$ cat src/rtl/lemmings_pkg.sv
// Shared types and width helpers for the lemmings channel array.
package lemmings_pkg;

   typedef enum logic [2:0] {
      StWl,
      StWr,
      StFallL,
      StFallR,
      StDigL,
      StDigR,
      StDead
   } lem_state_e;

   function automatic int unsigned cnt_width(int unsigned fall_limit);
      return $clog2(fall_limit + 1);
   endfunction

   function automatic int unsigned dc_width(int unsigned num_lem);
      return $clog2(num_lem + 1);
   endfunction

endpackage

$ cat src/rtl/lemmings_array_if.sv
// Per-channel input/output bundle for lemmings_array; revive exists only when
// LEMMINGS_REVIVE_EN is defined.
interface lemmings_array_if
   import lemmings_pkg::*;
#(
   parameter int unsigned NUM_LEM = 4
);
   localparam int unsigned DC_W = dc_width(NUM_LEM);

   logic [NUM_LEM-1:0] bump_left;
   logic [NUM_LEM-1:0] bump_right;
   logic [NUM_LEM-1:0] ground;
   logic [NUM_LEM-1:0] dig;
`ifdef LEMMINGS_REVIVE_EN
   logic [NUM_LEM-1:0] revive;
`endif
   logic [NUM_LEM-1:0] walk_left;
   logic [NUM_LEM-1:0] walk_right;
   logic [NUM_LEM-1:0] aaah;
   logic [NUM_LEM-1:0] digging;
   logic [NUM_LEM-1:0] dead;
   logic [DC_W-1:0]    dead_count;

   modport master (
      output bump_left, bump_right, ground, dig,
`ifdef LEMMINGS_REVIVE_EN
      output revive,
`endif
      input  walk_left, walk_right, aaah, digging, dead, dead_count
   );

   modport slave (
      input  bump_left, bump_right, ground, dig,
`ifdef LEMMINGS_REVIVE_EN
      input  revive,
`endif
      output walk_left, walk_right, aaah, digging, dead, dead_count
   );

endinterface

$ cat src/rtl/lemming_fsm.sv
// One lemming channel: walk/fall/dig/dead FSM with a saturating fall counter.
module lemming_fsm
   import lemmings_pkg::*;
#(
   parameter int unsigned FALL_LIMIT = 20
) (
   input  logic clk,
   input  logic areset,
   input  logic i_bump_left,
   input  logic i_bump_right,
   input  logic i_ground,
   input  logic i_dig,
   input  logic i_revive,
   output logic o_walk_left,
   output logic o_walk_right,
   output logic o_aaah,
   output logic o_digging,
   output logic o_dead
);
   localparam int unsigned CNT_W = cnt_width(FALL_LIMIT);
   localparam logic [CNT_W-1:0] CntMax = CNT_W'(FALL_LIMIT);

   lem_state_e       r_state, w_state_nxt;
   logic [CNT_W-1:0] r_cnt, w_cnt_nxt;

   always_ff @(posedge clk or posedge areset) begin
      if (areset) begin
         r_state <= StWl;
         r_cnt   <= '0;
      end else begin
         r_state <= w_state_nxt;
         r_cnt   <= w_cnt_nxt;
      end
   end

   always_comb begin
      w_state_nxt = r_state;
      case (r_state)
         StWl: begin
            if (!i_ground)        w_state_nxt = StFallL;
            else if (i_dig)       w_state_nxt = StDigL;
            else if (i_bump_left) w_state_nxt = StWr;
         end
         StWr: begin
            if (!i_ground)         w_state_nxt = StFallR;
            else if (i_dig)        w_state_nxt = StDigR;
            else if (i_bump_right) w_state_nxt = StWl;
         end
         StFallL: if (i_ground) w_state_nxt = (r_cnt >= CntMax) ? StDead : StWl;
         StFallR: if (i_ground) w_state_nxt = (r_cnt >= CntMax) ? StDead : StWr;
         StDigL:  if (!i_ground) w_state_nxt = StFallL;
         StDigR:  if (!i_ground) w_state_nxt = StFallR;
         StDead:  if (i_revive) w_state_nxt = StWl;
         default: w_state_nxt = StWl;
      endcase

      // Counter only advances while staying in the same fall; any exit clears it.
      w_cnt_nxt = '0;
      if ((r_state == StFallL || r_state == StFallR) && (w_state_nxt == r_state)) begin
         w_cnt_nxt = (r_cnt == CntMax) ? r_cnt : r_cnt + CNT_W'(1);
      end
   end

   always_comb begin
      o_walk_left  = (r_state == StWl);
      o_walk_right = (r_state == StWr);
      o_aaah       = (r_state == StFallL) || (r_state == StFallR);
      o_digging    = (r_state == StDigL) || (r_state == StDigR);
      o_dead       = (r_state == StDead);
   end

endmodule

$ cat src/rtl/lemmings_array.sv
// NUM_LEM independent lemming channels plus a dead-channel count.
// Optional LEMMINGS_REVIVE_EN adds a per-channel revive input.
module lemmings_array
   import lemmings_pkg::*;
#(
   parameter int unsigned NUM_LEM    = 4,
   parameter int unsigned FALL_LIMIT = 20
) (
   input logic             clk,
   input logic             areset,
   lemmings_array_if.slave bus
);
   localparam int unsigned DC_W = dc_width(NUM_LEM);

   logic [NUM_LEM-1:0] w_walk_left, w_walk_right, w_aaah, w_digging, w_dead;
   logic [DC_W-1:0]    w_dead_count;

   for (genvar g = 0; g < NUM_LEM; g++) begin : g_lem
      logic w_revive;
`ifdef LEMMINGS_REVIVE_EN
      assign w_revive = bus.revive[g];
`else
      assign w_revive = 1'b0;
`endif
      lemming_fsm #(
         .FALL_LIMIT (FALL_LIMIT)
      ) u_fsm (
         .clk          (clk),
         .areset       (areset),
         .i_bump_left  (bus.bump_left[g]),
         .i_bump_right (bus.bump_right[g]),
         .i_ground     (bus.ground[g]),
         .i_dig        (bus.dig[g]),
         .i_revive     (w_revive),
         .o_walk_left  (w_walk_left[g]),
         .o_walk_right (w_walk_right[g]),
         .o_aaah       (w_aaah[g]),
         .o_digging    (w_digging[g]),
         .o_dead       (w_dead[g])
      );
   end

   always_comb begin
      w_dead_count = '0;
      for (int i = 0; i < NUM_LEM; i++) begin
         w_dead_count = w_dead_count + DC_W'(w_dead[i]);
      end
   end

   assign bus.walk_left  = w_walk_left;
   assign bus.walk_right = w_walk_right;
   assign bus.aaah       = w_aaah;
   assign bus.digging    = w_digging;
   assign bus.dead       = w_dead;
   assign bus.dead_count = w_dead_count;

endmodule

$ cat src/flat_wrapper.sv
// flat-port wrapper written by rule: the top's interface ports become plain ports
module lemmings_array_flat import lemmings_pkg::*;
#(
   parameter int unsigned NUM_LEM    = 4,
   parameter int unsigned FALL_LIMIT = 20
)
  (clk, areset, bus_bump_left, bus_bump_right, bus_ground, bus_dig, bus_walk_left, bus_walk_right, bus_aaah, bus_digging, bus_dead, bus_dead_count);
  lemmings_array_if #(.NUM_LEM(NUM_LEM)) bus_i ();
  input logic clk;
  input logic areset;
  input wire logic [$bits(bus_i.bump_left)-1:0] bus_bump_left;
  input wire logic [$bits(bus_i.bump_right)-1:0] bus_bump_right;
  input wire logic [$bits(bus_i.ground)-1:0] bus_ground;
  input wire logic [$bits(bus_i.dig)-1:0] bus_dig;
  output wire logic [$bits(bus_i.walk_left)-1:0] bus_walk_left;
  output wire logic [$bits(bus_i.walk_right)-1:0] bus_walk_right;
  output wire logic [$bits(bus_i.aaah)-1:0] bus_aaah;
  output wire logic [$bits(bus_i.digging)-1:0] bus_digging;
  output wire logic [$bits(bus_i.dead)-1:0] bus_dead;
  output wire logic [$bits(bus_i.dead_count)-1:0] bus_dead_count;
  assign bus_i.bump_left = bus_bump_left;
  assign bus_i.bump_right = bus_bump_right;
  assign bus_i.ground = bus_ground;
  assign bus_i.dig = bus_dig;
  assign bus_walk_left = bus_i.walk_left;
  assign bus_walk_right = bus_i.walk_right;
  assign bus_aaah = bus_i.aaah;
  assign bus_digging = bus_i.digging;
  assign bus_dead = bus_i.dead;
  assign bus_dead_count = bus_i.dead_count;
  lemmings_array #(.NUM_LEM(NUM_LEM), .FALL_LIMIT(FALL_LIMIT)) u_core (.clk(clk), .areset(areset), .bus(bus_i));
endmodule
$ cat config.mk
export PLATFORM = sky130hd
export DESIGN_NAME = lemmings_array_flat
export DESIGN_NICKNAME = d
export VERILOG_FILES = /design/src/rtl/lemmings_pkg.sv /design/src/rtl/lemmings_array_if.sv /design/src/rtl/lemming_fsm.sv /design/src/rtl/lemmings_array.sv /design/src/flat_wrapper.sv
export SDC_FILE = /design/constraint.sdc
export NUM_CORES = 1
export LEC_CHECK = 0
export CAP_MARGIN = 15
export CORE_ASPECT_RATIO = 1.25
export CORE_MARGIN = 2
export CORE_UTILIZATION = 39
export CTS_CLUSTER_DIAMETER = 200
export CTS_CLUSTER_SIZE = 12
export DETAILED_ROUTE_END_ITERATION = 16
export PLACE_DENSITY = 0.73
export SLEW_MARGIN = 20
export SYNTH_ARGS = -nofsm -noshare
export SYNTH_HDL_FRONTEND = slang
export SYNTH_SLANG_ARGS = --single-unit
$ cat constraint.sdc
create_clock -name clk -period 2.5 [get_ports clk]
set_clock_uncertainty 0.15 [all_clocks]
set_input_delay 0.375 -clock clk [delete_from_list [all_inputs] [get_ports clk]]
set_output_delay 0.375 -clock clk [all_outputs]
set_load 0.05 [all_outputs]
After elaboration in Yosys (flattened, before gate mapping)
Index checks and enable logic that the tools add are counted.
{"block": "word_totals", "elab_cells": 131, "input_bits": 18, "ff_bits": 32}
{"block": "op_classes", "addsub": 7, "reduce_logical": 16, "order_cmp": 4, "mux": 60, "n_eq_ne": 36}
{"operator": "3-bit 2-to-1 mux", "count": 48}
{"operator": "3-bit one-hot mux with 7 select lines", "count": 4}
{"operator": "5-bit 2-to-1 mux", "count": 8}
{"operator": "3-bit == test, second input constant", "count": 12}
{"operator": "3-bit by 2-bit == test with 1-bit output, second input constant", "count": 8}
{"operator": "5-bit by 1-bit adder with 5-bit output, second input constant", "count": 4}
{"operator": "5-bit == test, second input constant", "count": 4}
{"operator": "5-bit >= comparator, second input constant", "count": 4}
{"operator": "3-bit by 1-bit == test with 1-bit output, second input constant", "count": 4}
{"operator": "3-bit == test", "count": 4}
{"operator": "3-bit logical NOT", "count": 4}
{"operator": "1-bit logical OR", "count": 8}
{"operator": "2-bit inequality test, second input constant", "count": 4}
{"operator": "3-bit by 1-bit adder with 3-bit output", "count": 2}
{"operator": "1-bit logical AND", "count": 4}
{"operator": "1-bit by 1-bit adder with 2-bit output", "count": 1}

Longest topological paths before layout
{"block": "depth", "word_depth": 7, "depth_mapped": 6, "depth_no_buf": 5}

By module
Synthesis repeated with hierarchy kept, for this count alone.
{"block": "hier_totals", "hier_cells": 205, "hier_area_um2": 2054.5}
{"module": "lemming_fsm", "cells_each": 49, "area_per_inst_um2": 496.7, "instances": 4, "seq_area_each_um2": 200.2}
{"module": "lemmings_array", "cells_each": 9, "area_per_inst_um2": 67.6, "instances": 1, "seq_area_each_um2": 0.0}

Worst setup path after synthesis
No wires, ideal clock.
{"block": "synth_timing", "path_kind": "reg-to-output", "startpoint": "register u_core.g_lem[0].u_fsm.r_state[2]", "endpoint": "output port bus_dead_count[1]", "path_stages_with_launch": 7, "arrival_time_ns": 1.858, "required_time_ns": 1.975, "setup_slack_ns": 0.117, "n_path_buf": 1, "path_cell_list": "dfrtp_1 -> clkbuf_1 -> nand2_1 -> nor2_1 -> ha_1 -> fa_1 -> ha_1"}
{"block": "synth_via", "elab_chain_len": 4}
{"item": "from (decl)", "line_no": "lemming_fsm.sv:23", "source": "lem_state_e r_state, w_state_nxt;"}
{"item": "from (signal assigned)", "line_no": "lemming_fsm.sv:28", "source": "r_state <= StWl;"}
{"item": "from (signal assigned)", "line_no": "lemming_fsm.sv:31", "source": "r_state <= w_state_nxt;"}
{"item": "3-bit == test", "line_no": "lemming_fsm.sv:69", "source": "o_dead = (r_state == StDead);"}
{"item": "net u_core.g_lem[0].u_fsm.o_dead", "line_no": "lemming_fsm.sv:18", "source": "output logic o_dead"}
{"item": "1-bit by 1-bit adder with 2-bit output", "line_no": "lemmings_array.sv:46", "source": "w_dead_count = w_dead_count + DC_W'(w_dead[i]);"}
{"item": "3-bit by 1-bit adder with 3-bit output (2 in series)", "line_no": "lemmings_array.sv:46"}
{"item": "to (decl)", "line_no": "flat_wrapper.sv:20", "source": "output wire logic [$bits(bus_i.dead_count)-1:0] bus_dead_count;"}
The timed path passes the listed nets, and every way through them passes these cells.

Final worst setup path
{"block": "layout_timing", "startpoint": "register u_core.g_lem[0].u_fsm.r_state[2]", "endpoint": "output port bus_aaah[0]"}
{"block": "layout_via", "elab_chain_len": 2, "elab_cells_between_ends": 3}
{"item": "3-bit by 2-bit == test with 1-bit output", "line_no": "lemming_fsm.sv:67", "source": "o_aaah = (r_state == StFallL) || (r_state == StFallR);"}
{"item": "1-bit logical OR (*)", "line_no": "lemming_fsm.sv:67"}
{"item": "to (decl)", "line_no": "flat_wrapper.sv:17", "source": "output wire logic [$bits(bus_i.aaah)-1:0] bus_aaah;"}
Every way passes the cells marked *; elsewhere a longest branch is shown, timed or not.

==> out/metrics.cfg <==
[detailed_routing]
viasPerCell=5.16
drc=0
wirelength_um=3840
num_vias=1554
detail-route-antenna-nets=0
drt_iter0_markers=40
wire_per_inst_um=12.7
first_pass_iters=4

[global_route]
grt_max_degree=33
first_global_vias=1443
grt_use_total=0.146
gr-total-overflow=0
grt_antenna_before_repair=0
grt_pass1_wl_um=6460

[timing]
period_share=0.970
setup_viol=0
relSlewSlack=0.651
finalMaxSlewViolations=0
rsz0062_at_grt=false
tightest_slew_ns=0.522
fin_tns_setup_ns=0
clock.fmax_ghz=0.412
period_needed_ns=2.43
final_hold_viol_count=0

[synthesis]
synth_edf_count=0
avgSynthCellArea_um2=9.56
yosysMostFrequentCell=dfrtp_1
synth_nets=242
synthCells=213
synth_top_area_share=0.393
ys_types=37
yosysSeqAreaShare=0.393
synthArstFlopShare=1.00
yosys_warnings=0
yosys-top-cells-area=dfrtp_1 39%, buf_4 7.4%, ha_1 6.1%
synth_common_cells=32 x dfrtp_1, 20 x buf_4, 19 x nor2_1, 18 x nand3_1, 11 x inv_1
syn_area_um2=2040
yosys.area.top_type=dfrtp_1
synthFlopType=dfrtp_1
ys_ff_latch=32

[setup_path]
max_stage_delay_ns=0.83
cp-start-kind=flip-flop
crit_arrival_ns=1.90
critPathRequiredTime_ns=1.98
critical_path_class=flip-flop to output pin
worstSetupEndpointType=output pin
path_max_fanout=8
crit_family=buffers and inverters
path_buf_inv=2
path_cells=buf_4, and2b_1, clkdlybuf4s50_1
slowest_stage=clkdlybuf4s50_1

[pwr]
powerDensity_nw_per_um2=955
vdd_drop_max_mv=0.454
p_leak_nw=1.13
finalPower_mw=2.41

[hold_path]
hold_class=primary input to asynchronous set/reset pin

[finish]
nets=268
drive_gt1_frac=0.117
final_cells=301
n_fill_cell=473
seq_area_um2=803
syn2layout_area_growth_pct=23.8
diodes=0
design_area_um2=2520
fin_util=0.500
multi_input_area_um2=1040

[clock_network]
clk-insertion-delay-late_ns=0.28
cts_buffers=5
clk_pin_slew_ns=0.06
h-tree-depth=2
cts_hold_buf=0
root_buffer=clkbuf_8
clock_sinks=32
cts_max_path_buffers=2
tritoncts=built
postCtsSetupRepairBufs=0

[outcome]
status=finished, final reports clean

[run]
cap_violations=0

[placed_design]
gp_congestion=0.765
dp.cells=294
dp_hpwl_um=2790
placed_area_um2=2380
port-buffer-count=40

[die]
rows=29
die_h_um=84.8
num_io_pins=41
core_um2=5040
start_util=0.404
die_area_um2=5820
die-width_um=68.6

## final cells by class
| type | instances | area share |
|---|---|---|
| clock buffer | 7 | 0.0382 |
| inverter | 11 | 0.0164 |
| multi-input combinational | 144 | 0.414 |
| timing repair buffer | 45 | 0.182 |
| tap | 62 | 0.0308 |
| sequential | 32 | 0.319 |
## final timing paths
path                                                  startpoint                               end  slack, ns  cells after the start
worst max register to register    u_core.g_lem[1].u_fsm.r_cnt[0]    u_core.g_lem[1].u_fsm.r_cnt[3]       0.96                      5
worst max-delay path            u_core.g_lem[0].u_fsm.r_state[2]                       bus_aaah[0]       0.07                      3
min in group clk                u_core.g_lem[1].u_fsm.r_state[0]  u_core.g_lem[1].u_fsm.r_state[1]       0.43                      1
worst min-delay path                                      areset  u_core.g_lem[2].u_fsm.r_state[0]       0.33                      3
max in group asynchronous                                 areset  u_core.g_lem[0].u_fsm.r_state[0]       1.56                      3
worst min register to register  u_core.g_lem[1].u_fsm.r_state[0]  u_core.g_lem[1].u_fsm.r_state[1]       0.43                      1
## cells in the final DEF, fill, tap and decap left out, types with 3 or more instances in the layout
cell type and count:
a21oi_1 8, buf_4 9, clkbuf_8 7, clkdlybuf4s50_1 30, dfrtp_1 30, dlymetal6s2s_1 4
ha_1 9, inv_1 11, mux2i_1 5, nand2_1 6, nand2b_1 4, nand3_1 18
nand3b_1 3, nand4b_1 5, nand4bb_1 3, nor2_1 17, nor2b_1 5, nor3_1 4
nor3b_1 5, o211ai_1 4, o21a_1 5, o21ai_0 7, xnor2_1 8, xor2_1 5
## per-layer routing
layer  vias to the layer above  global-route usage  part of all wire
met5                         -                   0                 0
met1                       735               0.183              0.46
met3                         8              0.0389             0.050
met2                        32               0.231              0.47
li1                        779                   -                 -
met4                         0              0.0600             0.018
## logic make-up after synthesis
group           synth area share
xor+xnor                  0.0559
mux                       0.0246
compound gates             0.111
simple gates               0.237
fa+ha+maj                 0.0713
flops                      0.393
buf+inv                    0.107
## tightest hold or removal path: cells and delay by family
family                 cells  cell delay (ns)
buffers and inverters      3             0.80
## metrics by stage
step,setup WS (ns),hold slack [ns]
CTS,0.0491,0.344
floorplan,0.117,0.304
detailed placement,0.267,0.422
finish,0.0744,0.326
global placement,0.304,0.405
global route,0.00132,0.391
## flip-flops by register name (all words and copies together), names as in the netlist
signal	cells
u_core.g_lem.u_fsm.r_cnt	20
u_core.g_lem.u_fsm.r_state	12
## report_power, final
| group | total [mW] | internal [mW] | switching [mW] |
|---|---|---|---|
| sequential | 0.689 | 0.588 | 0.102 |
| clock | 0.426 | 0.245 | 0.181 |
| combinational | 1.29 | 0.526 | 0.767 |
## what timing repair did
action	in CTS	in global routing
resized for setup	4	8
cloned	0	0
setup endpoints to repair	1	5
Note: power is estimated with default switching activity, not from simulation.
